**src/rtl/apb_master_arb_pkg.sv**
```systemverilog
// -----------------------------------------------------------------------------
// apb_master_arb_pkg
// Shared types and constants for the two-requester APB master arbiter.
//   apb_state_e   : phase FSM encoding (IDLE/SETUP/ACCESS)
//   NUM_REQ       : number of requesters sharing the APB master port
//   RSP_ZERO_DATA : read data returned on writes and forced completions
//   idx2oh        : requester index -> one-hot vector
// -----------------------------------------------------------------------------
package apb_master_arb_pkg;

  typedef enum logic [1:0] {
    IDLE   = 2'd0,
    SETUP  = 2'd1,
    ACCESS = 2'd2
  } apb_state_e;

  localparam int          NUM_REQ       = 2;
  localparam logic [31:0] RSP_ZERO_DATA = 32'h0;

  function automatic logic [NUM_REQ-1:0] idx2oh(input logic idx);
    return idx ? 2'b10 : 2'b01;
  endfunction

endpackage

```
**src/rtl/apb_rr_arb2.sv**
```systemverilog
// -----------------------------------------------------------------------------
// apb_rr_arb2
// Combinational 2-way round-robin grant.
//   req_i      : request vector, bit i = requester i
//   en_i       : grant allowed this cycle (arbiter idle, not in reset)
//   rr_ptr_i   : requester favoured when both request
//   gnt_o      : one-hot grant (all zero when disabled or no request)
//   gnt_idx_o  : index of the selected requester
//   rr_ptr_d_o : next pointer value; moves to the other requester on a grant
// -----------------------------------------------------------------------------
module apb_rr_arb2
  import apb_master_arb_pkg::*;
(
  input  logic [NUM_REQ-1:0] req_i,
  input  logic               en_i,
  input  logic               rr_ptr_i,
  output logic [NUM_REQ-1:0] gnt_o,
  output logic               gnt_idx_o,
  output logic               rr_ptr_d_o
);

  always_comb begin
    // A lone requester wins outright; a tie goes to the pointer.
    gnt_idx_o  = (req_i == 2'b11) ? rr_ptr_i : req_i[1];
    gnt_o      = (en_i && (|req_i)) ? idx2oh(gnt_idx_o) : '0;
    rr_ptr_d_o = (|gnt_o) ? ~gnt_idx_o : rr_ptr_i;
  end

endmodule

```
**src/rtl/apb_master_arb.sv**
```systemverilog
// -----------------------------------------------------------------------------
// apb_master_arb
// Shares one APB master port between two requesters with round-robin grant
// per transfer, and sequences the SETUP/ACCESS phases. Address decode and
// psel fan-out stay in the downstream bridge.
//
// Ports
//   pclk, prst              : clock, synchronous active-high reset
//   req_vld/addr/write/wdata: per-requester request (slice i = requester i)
//   req_rdy                 : one-hot accept pulse, combinational in IDLE
//   rsp_vld/rdata/err       : one-hot completion pulse with data and error
//   paddr/psel/penable/
//   pwrite/pwdata           : APB master outputs (all registered)
//   prdata/pready/pslverr   : APB slave returns
//   busy                    : transfer in progress (state != IDLE)
//
// Optional build macro APB_MASTER_ARB_TIMEOUT_EN: ACCESS is abandoned with
// rsp_err=1 once the wait counter reaches TO_CYC while pready stays low.
// Without it ACCESS waits for pready indefinitely.
// -----------------------------------------------------------------------------
module apb_master_arb
  import apb_master_arb_pkg::*;
#(
  parameter int              ADDR_W = 40,
  parameter int              DATA_W = 32,
  parameter int              TO_W   = 8,
  parameter logic [TO_W-1:0] TO_CYC = 8'd255
) (
  input  logic                           pclk,
  input  logic                           prst,
  input  logic [NUM_REQ-1:0]             req_vld,
  input  logic [NUM_REQ-1:0][ADDR_W-1:0] req_addr,
  input  logic [NUM_REQ-1:0]             req_write,
  input  logic [NUM_REQ-1:0][DATA_W-1:0] req_wdata,
  output logic [NUM_REQ-1:0]             req_rdy,
  output logic [NUM_REQ-1:0]             rsp_vld,
  output logic [DATA_W-1:0]              rsp_rdata,
  output logic                           rsp_err,
  output logic [ADDR_W-1:0]              paddr,
  output logic                           psel,
  output logic                           penable,
  output logic                           pwrite,
  output logic [DATA_W-1:0]              pwdata,
  input  logic [DATA_W-1:0]              prdata,
  input  logic                           pready,
  input  logic                           pslverr,
  output logic                           busy
);

  apb_state_e          state_q;
  logic                rr_ptr_q, rr_ptr_d;
  logic                gnt_idx_q, gnt_idx_d;
  logic [NUM_REQ-1:0]  gnt;
  logic                arb_en;

  logic [ADDR_W-1:0]   paddr_q;
  logic                psel_q, penable_q, pwrite_q;
  logic [DATA_W-1:0]   pwdata_q;
  logic [NUM_REQ-1:0]  rsp_vld_q;
  logic [DATA_W-1:0]   rsp_rdata_q;
  logic                rsp_err_q;

`ifdef APB_MASTER_ARB_TIMEOUT_EN
  logic [TO_W-1:0]     to_cnt_q;
`else
  logic                unused_to_cyc;
  assign unused_to_cyc = ^TO_CYC;
`endif

  // Grants only happen in IDLE and never while reset is held, so req_rdy
  // is forced low during prst even though it is combinational.
  assign arb_en = (state_q == IDLE) && !prst;

  apb_rr_arb2 u_arb (
    .req_i      (req_vld),
    .en_i       (arb_en),
    .rr_ptr_i   (rr_ptr_q),
    .gnt_o      (gnt),
    .gnt_idx_o  (gnt_idx_d),
    .rr_ptr_d_o (rr_ptr_d)
  );

  always_ff @(posedge pclk) begin
    if (prst) begin
      state_q     <= IDLE;
      rr_ptr_q    <= 1'b0;
      gnt_idx_q   <= 1'b0;
      paddr_q     <= '0;
      psel_q      <= 1'b0;
      penable_q   <= 1'b0;
      pwrite_q    <= 1'b0;
      pwdata_q    <= '0;
      rsp_vld_q   <= '0;
      rsp_rdata_q <= '0;
      rsp_err_q   <= 1'b0;
`ifdef APB_MASTER_ARB_TIMEOUT_EN
      to_cnt_q    <= '0;
`endif
    end else begin
      // rsp_vld is a single-cycle pulse on the cycle after completion.
      rsp_vld_q <= '0;
      unique case (state_q)
        IDLE: begin
          if (|gnt) begin
            state_q   <= SETUP;
            rr_ptr_q  <= rr_ptr_d;
            gnt_idx_q <= gnt_idx_d;
            paddr_q   <= req_addr[gnt_idx_d];
            pwrite_q  <= req_write[gnt_idx_d];
            pwdata_q  <= req_wdata[gnt_idx_d];
            psel_q    <= 1'b1;
          end
        end
        SETUP: begin
          state_q   <= ACCESS;
          penable_q <= 1'b1;
`ifdef APB_MASTER_ARB_TIMEOUT_EN
          to_cnt_q  <= '0;
`endif
        end
        ACCESS: begin
          if (pready) begin
            state_q     <= IDLE;
            psel_q      <= 1'b0;
            penable_q   <= 1'b0;
            rsp_vld_q   <= idx2oh(gnt_idx_q);
            rsp_rdata_q <= pwrite_q ? DATA_W'(RSP_ZERO_DATA) : prdata;
            rsp_err_q   <= pslverr;
          end
`ifdef APB_MASTER_ARB_TIMEOUT_EN
          // pready in the match cycle takes the branch above, so a late
          // slave still completes normally.
          else if (to_cnt_q == TO_CYC) begin
            state_q     <= IDLE;
            psel_q      <= 1'b0;
            penable_q   <= 1'b0;
            rsp_vld_q   <= idx2oh(gnt_idx_q);
            rsp_rdata_q <= DATA_W'(RSP_ZERO_DATA);
            rsp_err_q   <= 1'b1;
          end else if (to_cnt_q != '1) begin
            to_cnt_q <= to_cnt_q + 1'b1;
          end
`endif
        end
        default: begin
          state_q   <= IDLE;
          psel_q    <= 1'b0;
          penable_q <= 1'b0;
        end
      endcase
    end
  end

  assign req_rdy   = gnt;
  assign rsp_vld   = rsp_vld_q;
  assign rsp_rdata = rsp_rdata_q;
  assign rsp_err   = rsp_err_q;
  assign paddr     = paddr_q;
  assign psel      = psel_q;
  assign penable   = penable_q;
  assign pwrite    = pwrite_q;
  assign pwdata    = pwdata_q;
  assign busy      = (state_q != IDLE);

endmodule

```
**config.mk**
```make
export PLATFORM = sky130hd
export DESIGN_NAME = apb_master_arb
export DESIGN_NICKNAME = d
export VERILOG_FILES = /design/src/rtl/apb_master_arb_pkg.sv /design/src/rtl/apb_rr_arb2.sv /design/src/rtl/apb_master_arb.sv
export SDC_FILE = /design/constraint.sdc
export NUM_CORES = 1
export LEC_CHECK = 0
export ABC_AREA = 1
export BUFFER_PORTS_ARGS = -buffer_cell sky130_fd_sc_hd__buf_2
export CORE_MARGIN = 1.5
export CORE_UTILIZATION = 30
export DETAILED_ROUTE_END_ITERATION = 16
export GPL_TIMING_DRIVEN = 1
export PLACE_DENSITY_LB_ADDON = 0.05
export SLEW_MARGIN = 30
export SYNTH_ARGS = -nofsm -noshare
export SYNTH_HDL_FRONTEND = slang
export SYNTH_SLANG_ARGS = --single-unit
```
**constraint.sdc**
```tcl
create_clock -name pclk -period 1.3 [get_ports pclk]
set_clock_uncertainty 0.15 [all_clocks]
set_input_delay 0.195 -clock pclk [delete_from_list [all_inputs] [get_ports pclk]]
set_output_delay 0.195 -clock pclk [all_outputs]
set_load 0.03 [all_outputs]
```
# After elaboration in Yosys (flattened, before gate mapping)
# Index checks and enable logic that the tools add are counted.
[word_totals]
ff_bits = 114
wordCells = 53
inputBits = 184
[op_classes]
muxes = 18
n_reduce_logical = 13
bitwise_logic = 5
eq_ne = 5
order_cmp = 1
[ops]
columns = ["cell", "n"]
rows = [
  ["$mux 32", 3],
  ["$mux 40", 2],
  ["$mux 2", 5],
  ["$reduce_and 2->1", 4],
  ["$pmux 1 s3", 2],
  ["$pmux 2 s3", 1],
  ["$mux 1", 5],
  ["$not 1->1", 5],
  ["$eq 2x2->1 const B", 2],
  ["$reduce_or 2->1", 2],
  ["$reduce_and 3->1", 1],
  ["$reduce_or 3->1", 1],
  ["$eq 2x1->1 const B", 1],
  ["$logic_and 1x1->1", 2],
  ["$logic_not 2->1", 1],
  ["$lt 1x2->1 const B", 1],
  ["$ne 2x1->1 const B", 1],
  ["$ne 2x2->1 const B", 1],
  ["$reduce_bool 2->1", 1],
  ["$logic_not 1->1", 1],
]

# Longest topological paths before layout
# Gate-level depths: netlist (run 1).
[logic_depth]
word_depth = 7
ltp_mapped = 9

# By module
# Synthesis (run 1) repeated with hierarchy kept, for this count alone.
[unflattened]
hier_cells = 968
hier_area_um2 = 5693.0
[by_module_without_submodules]
columns = ["mod", "area_each_um2", "cells_per_inst", "instances"]
rows = [
  ["apb_master_arb", 5642.9, 955, 1],
  ["apb_rr_arb2", 50.0, 13, 1],
]

# Worst setup path after synthesis (run 1)
# OpenSTA, ideal clock, no wires.
[synth_timing]
path_type = "register -> output"
startpoint = "register state_q[0]"
endpoint = "output port req_rdy[0]"
t_arrival_ns = 1.075
slack_ns = -0.120
path_stages_with_launch = 7
cell_sequence = "dfxtp_1 > inv_1 > nand3_2 > nor2_2 > buf_4 > nand2_1 > inv_1"
[synth_between]
elab_chain_cells = 4
[synth_lines]
columns = ["element", "line_no", "source"]
rows = [
  ["start, declared", "apb_master_arb.sv:50", "apb_state_e state_q;"],
  ["start signal, assigned", "apb_master_arb.sv:85", "state_q <= IDLE;"],
  ["start signal, assigned", "apb_master_arb.sv:105", "state_q <= SETUP;"],
  ["start signal, assigned", "apb_master_arb.sv:115", "state_q <= ACCESS;"],
  ["$logic_not 2->1", "apb_master_arb.sv:72", "assign arb_en = (state_q == IDLE) && !prst;"],
  ["$logic_and 1x1->1", "apb_master_arb.sv:72", ""],
  ["$logic_and 1x1->1", "apb_rr_arb2.sv:25", "gnt_o = (en_i && (|req_i)) ? idx2oh(gnt_idx_o) : '0;"],
  ["$mux 2", "apb_rr_arb2.sv:25", ""],
  ["end, declared", "apb_master_arb.sv:35", "output logic [NUM_REQ-1:0] req_rdy,"],
]
# Every way passes these cells.

# Worst setup path after layout (run 1)
[layout_timing]
startpoint = "register rr_ptr_q"
endpoint = "output port req_rdy[0]"
[layout_between]
elab_chain_cells = 3
[layout_lines]
columns = ["element", "line_no", "source"]
rows = [
  ["start, declared", "apb_master_arb.sv:51", "logic rr_ptr_q, rr_ptr_d;"],
  ["start signal, assigned", "apb_master_arb.sv:106", "rr_ptr_q <= rr_ptr_d;"],
  ["$mux 1", "apb_rr_arb2.sv:24", "gnt_idx_o = (req_i == 2'b11) ? rr_ptr_i : req_i[1];"],
  ["$mux 2", "apb_master_arb_pkg.sv:21", "return idx ? 2'b10 : 2'b01;"],
  ["$mux 2", "apb_rr_arb2.sv:25", ""],
]
# Every way passes these cells.

==> results of run 1 <==
-- cells in the final DEF, fill, tap and decap left out, types with 3 or more instances in the layout --
| cell type | instances |
|---|---|
| inv_2 | 7 |
| buf_2 | 186 |
| dlygate4sd3_1 | 162 |
| o21ai_1 | 20 |
| nand3_2 | 13 |
| clkinv_4 | 3 |
| buf_8 | 7 |
| inv_6 | 6 |
| o21ai_0 | 9 |
| o21ai_2 | 5 |
| clkinvlp_4 | 4 |
| buf_16 | 6 |
| nand3_4 | 5 |
| a21oi_2 | 58 |
| buf_12 | 22 |
| buf_4 | 78 |
| nor2_1 | 4 |
| clkbuf_16 | 28 |
| a21oi_1 | 20 |
| nand2_4 | 44 |
| dfxtp_1 | 87 |
| nand2_2 | 37 |
| nand2_1 | 253 |
| nand3_1 | 90 |
| buf_6 | 60 |
| dfxtp_2 | 27 |
| inv_1 | 5 |
-- report_power, final --
part	switching [mW]	internal, mW
Clock	1.86	2.68
Sequential	0.123	3.70
Combinational	1.79	1.71
-- metal layers --
metal  vias to the layer above  share of wire [%]  GRT usage, %
met5                         -                  0             0
met4                         0                3.6          9.52
met3                        61                5.9          6.61
met2                       254                 49          41.4
met1                      3290                 42          28.2
li1                       3417                  -             -
-- critical path: stages, from the launching register on --
cell and delay (ps):
dfxtp_2 330, inv_2 40, nand2_4 80, nand2_4 60, buf_6 120, nand2_4 60
inv_2 40, buf_6 130
-- stage by stage --
stage / utilization [%] / total power [mW]
detailed placement: 42.0 / 5.87
finish: 68.1 / 11.9
CTS: 59.5 / 11.2
global placement: 42.0 / 5.88
floorplan: - / 5.05
global route: 68.1 / 12.4
-- final cells by class --
type / instances / area, µm² / area share (%)
Sequential cell: 114 / 2320 / 20.7
Clock buffer: 17 / 425 / 3.80
Timing Repair Buffer: 534 / 4810 / 43.0
Inverter: 12 / 45.0 / 0.402
Tap cell: 220 / 275 / 2.46
Clock inverter: 15 / 150 / 1.34
Multi-Input combinational cell: 561 / 3180 / 28.4
-- registers in the layout (all words and copies together), names as in the netlist --
signal     flops
gnt_idx_q      1
paddr         40
penable        1
psel           1
pwdata        32
pwrite         1
rr_ptr_q       1
rsp_err        1
rsp_rdata     32
rsp_vld        2
state_q        2
-- logic make-up (layout without fill, tap and decap cells) --
logic type             after synthesis  after routing  synth area share, %
AO/OA/AOI/OAI                      112            112                 11.2
flip-flops                         114            114                 45.5
buffers and inverters               72            578                 6.81
AND/OR/NAND/NOR                    449            449                 36.5
-- repair_timing --
item / in CTS / in global routing
gates cloned: 9 / 12
resized for setup: 115 / 384
endpoints found under the hold margin: 105 / 0
setup buffers: 11 / 18
setup endpoints to repair: 151 / 180
pin swaps: 5 / 105
hold buffers: 162 / 0
-- path summary, 6_finish.rpt --
path / to / depth (start not counted) / startpoint / slack, ps
max: req_rdy[0] / 7 / rr_ptr_q / -320
min: paddr[27] / 5 / req_addr[67] / 1
max reg2reg: pwdata[24] / 9 / state_q[1] / -280
min reg2reg: rsp_err / 2 / rsp_err / 300
==> flow_metrics.env, run 1 <==
export IMPL_portBuffers=296
export IMPL_drc=0
export IMPL_dp_hpwl_um=12200
export IMPL_start_util_pct=30.5
export IMPL_chipHeight_um=132
export IMPL_track_usage_pct=24.0
export IMPL_yosys_area_top_type="dfxtp_1"
export IMPL_synth_main_ff_cell="dfxtp_1"
export IMPL_power_density_nw_per_um2=1060
export IMPL_h_tree_depth=4
export IMPL_synth_async_reset_ratio_pct=0
export IMPL_antenna_found_initial=0
export IMPL_area_growth_pct=123
export IMPL_rsz0062_at_grt="yes"
export IMPL_nNetsFinal=1424
export IMPL_grt_ovfl_total=0
export IMPL_grt_pass1_vias=6720
export IMPL_netlist_area_leader_share_pct=45.5
export IMPL_fin_cells=1473
export IMPL_fin_area_um2=11200
export IMPL_hold_viol_final=0
export IMPL_ys_seq_area_share_pct=45.5
export IMPL_drtAntennaViolNets=0
export IMPL_period_share_pct=124
export IMPL_yosysUniqueCellTypes=16
export IMPL_dp_cells=1239
export IMPL_slew_viol_final=0
export IMPL_maxCapViolations=0
export IMPL_drtPass1Iterations=4
export IMPL_row_count=47
export IMPL_setup_ws_ps=-316
export IMPL_cts_buffers=17
export IMPL_netlist_instances=747
export IMPL_cts_tree="done"
export IMPL_vias=7022
export IMPL_violations="setup timing"
export IMPL_syn_num_nets=931
export IMPL_holdWs_ps=1.41
export IMPL_crit_path_end_kind="output port"
export IMPL_grt_pass1_wl_um=33800
export IMPL_synth_edf_count=0
export IMPL_period_needed_ps=1620
export IMPL_grt_max_degree=75
export IMPL_worstPathArrival_ps=1270
export IMPL_avgSynthCellArea_um2=6.72
export IMPL_status="finished with violations"
export IMPL_clock_latency_ps=410
export IMPL_postRouteWirelength_um=23800
export IMPL_num_io_pins=297
export IMPL_cp_max_fo=4
export IMPL_tightest_slew_ps=486
export IMPL_max_clock_freq_ghz=0.619
export IMPL_gp_congestion=0.790
export IMPL_vias_per_cell=4.77
export IMPL_wl_per_cell_um=16.2
export IMPL_final_layout_size_suffix_gt1_share_pct=48.0
export IMPL_finalSetupViolations=97
export IMPL_dieArea_um2=17500
export IMPL_leakagePower_nw=5.38
export IMPL_nFillCells=1341
export IMPL_clock_path_buffers=2
export IMPL_clock_root_buffer="clkbuf_16"
export IMPL_drtIter0Drc=313
export IMPL_ys_top_cells_by_count="nand2_1 (334), dfxtp_1 (114), nand3_1 (107)"
export IMPL_hold_class="input port to register"
export IMPL_num_antenna_cells=0
export IMPL_yosysMostFrequentCell="nand2_1"
export IMPL_cp_required_ps=950
export IMPL_fin_setup_tns_ps=-14240
export IMPL_clock_sinks=114
export IMPL_synth_area_um2=5020
export IMPL_start_kind="register"
export IMPL_slew_headroom_pct=67.6
export IMPL_ys_ff_latch=114
export IMPL_die_x_um=132
export IMPL_yosys_warnings=0
export IMPL_vdd_drop_max_mv=0.933
export IMPL_coreArea_um2=16500
export IMPL_path_class="register to output port"
export IMPL_place_ws_ps=-148
export IMPL_netlist_top_cells_area="dfxtp_1 (45%), nand2_1 (25%), nand3_1 (11%)"
export IMPL_clkTransAtPathRegs_ps=60
export IMPL_placed_area_um2=6920
No activity file was read; power rests on OpenSTA's default activity.
==> run 2: changes to the inputs <==
ABC_AREA = unset   (was 1)
SYNTH_HIERARCHICAL = 1   (was unset)
clock period = 1.9 ns   (was 1.3 ns; I/O delays follow)
==> run 2 against run 1 <==
  * The run now ends clean
  * Design area decreased by 27%
  * Sequential share of layout area increased by 7.3 points
  * Sequential cell count unchanged
  * Area after synthesis increased by 4.3%
  * Critical path type unchanged
  * Largest power group unchanged
==> flow_metrics.env, run 2 <==
export IMPL_nNetsFinal=1026
export IMPL_num_io_pins=297
export IMPL_yosys_area_top_type="dfxtp_1"
export IMPL_critPathBufInv=2
export IMPL_cp_top_family="simple AND/OR/NAND/NOR gates"
export IMPL_slowest_delay_ps=330
export IMPL_ys_top_cells_by_count="dfxtp_1 (114), a21oi_1 (110), mux2i_1 (74)"
export IMPL_die_x_um=135
export IMPL_fin_setup_tns_ps=0
export IMPL_ys_ff_latch=114
export IMPL_hold_start="prdata[1]"
export IMPL_rsz0062_at_grt="yes"
export IMPL_path_class="register to output port"
export IMPL_placed_area_um2=7070
export IMPL_yosysMostFrequentCell="dfxtp_1"
export IMPL_antenna_found_initial=0
export IMPL_dp_hpwl_um=11300
export IMPL_cts_buffers=17
export IMPL_portBuffers=296
export IMPL_vias=5146
export IMPL_area_growth_pct=56.2
export IMPL_period_share_pct=99.8
export IMPL_clock_root_buffer="clkbuf_16"
export IMPL_finalSetupViolations=0
export IMPL_vdd_drop_max_mv=0.629
export IMPL_clkTransAtPathRegs_ps=50
export IMPL_netlist_area_leader_share_pct=43.6
export IMPL_seq_area_um2=2280
export IMPL_yosys_warnings=6
export IMPL_coreArea_um2=17200
export IMPL_maxCapViolations=0
export IMPL_tightest_slew_ps=751
export IMPL_drc=0
export IMPL_start_util_pct=30.5
export IMPL_gp_congestion=0.756
export IMPL_clock_latency_ps=410
export IMPL_dieArea_um2=18300
export IMPL_synth_main_ff_cell="dfxtp_1"
export IMPL_num_antenna_cells=0
export IMPL_r2r_slack_ps=50
export IMPL_cp_cell_sequence="nor2_4 -> inv_4 -> nor2_4 -> nand2_2 -> a21oi_4 -> buf_6"
export IMPL_netlist_top_cells_area="dfxtp_1 (44%), mux2i_1 (14%), a211oi_2 (14%)"
export IMPL_yosysUniqueCellTypes=26
export IMPL_slew_viol_final=0
export IMPL_track_usage_pct=17.5
export IMPL_chipHeight_um=135
export IMPL_nFillCells=1695
export IMPL_setup_ws_ps=4.24
export IMPL_cts_tree="done"
export IMPL_grt_pass1_wl_um=24900
export IMPL_wl_per_cell_um=15.7
export IMPL_cp_required_ps=1460
export IMPL_max_clock_freq_ghz=0.527
export IMPL_netlist_instances=518
export IMPL_period_needed_ps=1900
export IMPL_postRouteWirelength_um=17000
export IMPL_status="completed"
export IMPL_slowest_stage="dfxtp_2"
export IMPL_drtAntennaViolNets=0
export IMPL_power_density_nw_per_um2=985
export IMPL_syn_num_nets=702
export IMPL_synth_async_reset_ratio_pct=0
export IMPL_final_layout_size_suffix_gt1_share_pct=52.5
export IMPL_timing_rr_start="state_q[0]"
export IMPL_place_ws_ps=11.5
export IMPL_h_tree_depth=4
export IMPL_vias_per_cell=4.76
export IMPL_cp_max_fo=4
export IMPL_multi_input_area_um2=2770
export IMPL_synth_edf_count=0
export IMPL_clock_path_buffers=2
export IMPL_fin_area_um2=8180
export IMPL_worstPathArrival_ps=1460
export IMPL_crit_path_end_kind="output port"
export IMPL_largest_register_ffs=40
export IMPL_fin_util_pct=47.6
export IMPL_hold_class="input port to register"
export IMPL_hold_viol_final=0
export IMPL_slew_headroom_pct=49.9
export IMPL_critPathLaunch="state_q[0]"
export IMPL_grt_pass1_vias=4921
export IMPL_row_count=48
export IMPL_crit_top_cell="nor2_4"
export IMPL_grt_ovfl_total=0
export IMPL_grt_max_degree=114
export IMPL_drtPass1Iterations=5
export IMPL_final_common_cell="buf_2"
export IMPL_ys_seq_area_share_pct=43.6
export IMPL_avgSynthCellArea_um2=10.1
export IMPL_synth_area_um2=5240
export IMPL_power_total_mw=8.05
export IMPL_layout_common_cells="buf_2 (293), dfxtp_1 (113), a21oi_1 (89)"
export IMPL_drtIter0Drc=220
export IMPL_start_kind="register"
export IMPL_clock_sinks=114
export IMPL_leakagePower_nw=3.56
## run 2: area by class of cell
cell class / instances / area share, %
Timing Repair Buffer: 360 / 27.2
Sequential cell: 114 / 27.9
Multi-Input combinational cell: 348 / 33.9
Tap cell: 225 / 3.44
Clock buffer: 21 / 5.51
Clock inverter: 11 / 1.96
Inverter: 1 / 0.0765
## run 2: tightest hold or removal path: cells and delay by family
kind / cells / cell delay [ps]
AOI/OAI and AO/OA: 1 / 60
and+or+nand+nor: 1 / 70
buffers and inverters: 1 / 100
## run 2: worst paths after layout
kind | cells after the start | end
min reg2reg | 2 | rsp_rdata[17]
max | 6 | req_rdy[0]
min | 3 | rsp_rdata[1]
max reg2reg | 10 | paddr[34]
## run 2: cells by family (layout without fill, tap and decap cells)
kind of cell           count (synthesis)  in the layout  synth area share, %
DFF                                  114            114                 43.6
muxes                                 74             74                 14.1
AOI/OAI and AO/OA                    189            189                 27.4
and+or+nand+nor                       85             85                 9.01
buffers and inverters                 56            393                 5.90
## run 2: metrics by stage
step | hold slack [ps] | cells
after global placement | 285 | 1009
final | 24.0 | 1080
after global routing | 23.2 | 1080
after CTS | 0.0203 | 1074
after detailed placement | 290 | 1009
after floorplan | 259 | 518
## run 2: timing repair
| action | in CTS | in global routing |
|---|---|---|
| hold endpoints to repair | 32 | 0 |
| buffers inserted | 1 | 2 |
| setup endpoints to repair | 3 | 57 |
| hold buffers | 32 | 0 |
| pin swaps | 2 | 9 |
| gates cloned | 0 | 4 |
| gates resized for setup | 4 | 16 |
## run 2: per-layer routing
| metal | track usage, % | up-vias | wire length (µm) |
|---|---|---|---|
| li1 | - | 2560 | - |
| met5 | 0 | - | 0 |
| met1 | 21.3 | 2373 | 7460 |
| met4 | 6.39 | 0 | 242 |
| met2 | 29.4 | 195 | 8120 |
| met3 | 4.99 | 18 | 1180 |
## run 2: power by group
group / internal [mW] / switching, mW / total, mW
Combinational: 0.803 / 1.21 / 2.01
Sequential: 2.60 / 0.126 / 2.73
Clock: 2.21 / 1.10 / 3.32
Total: 5.62 / 2.43 / 8.05
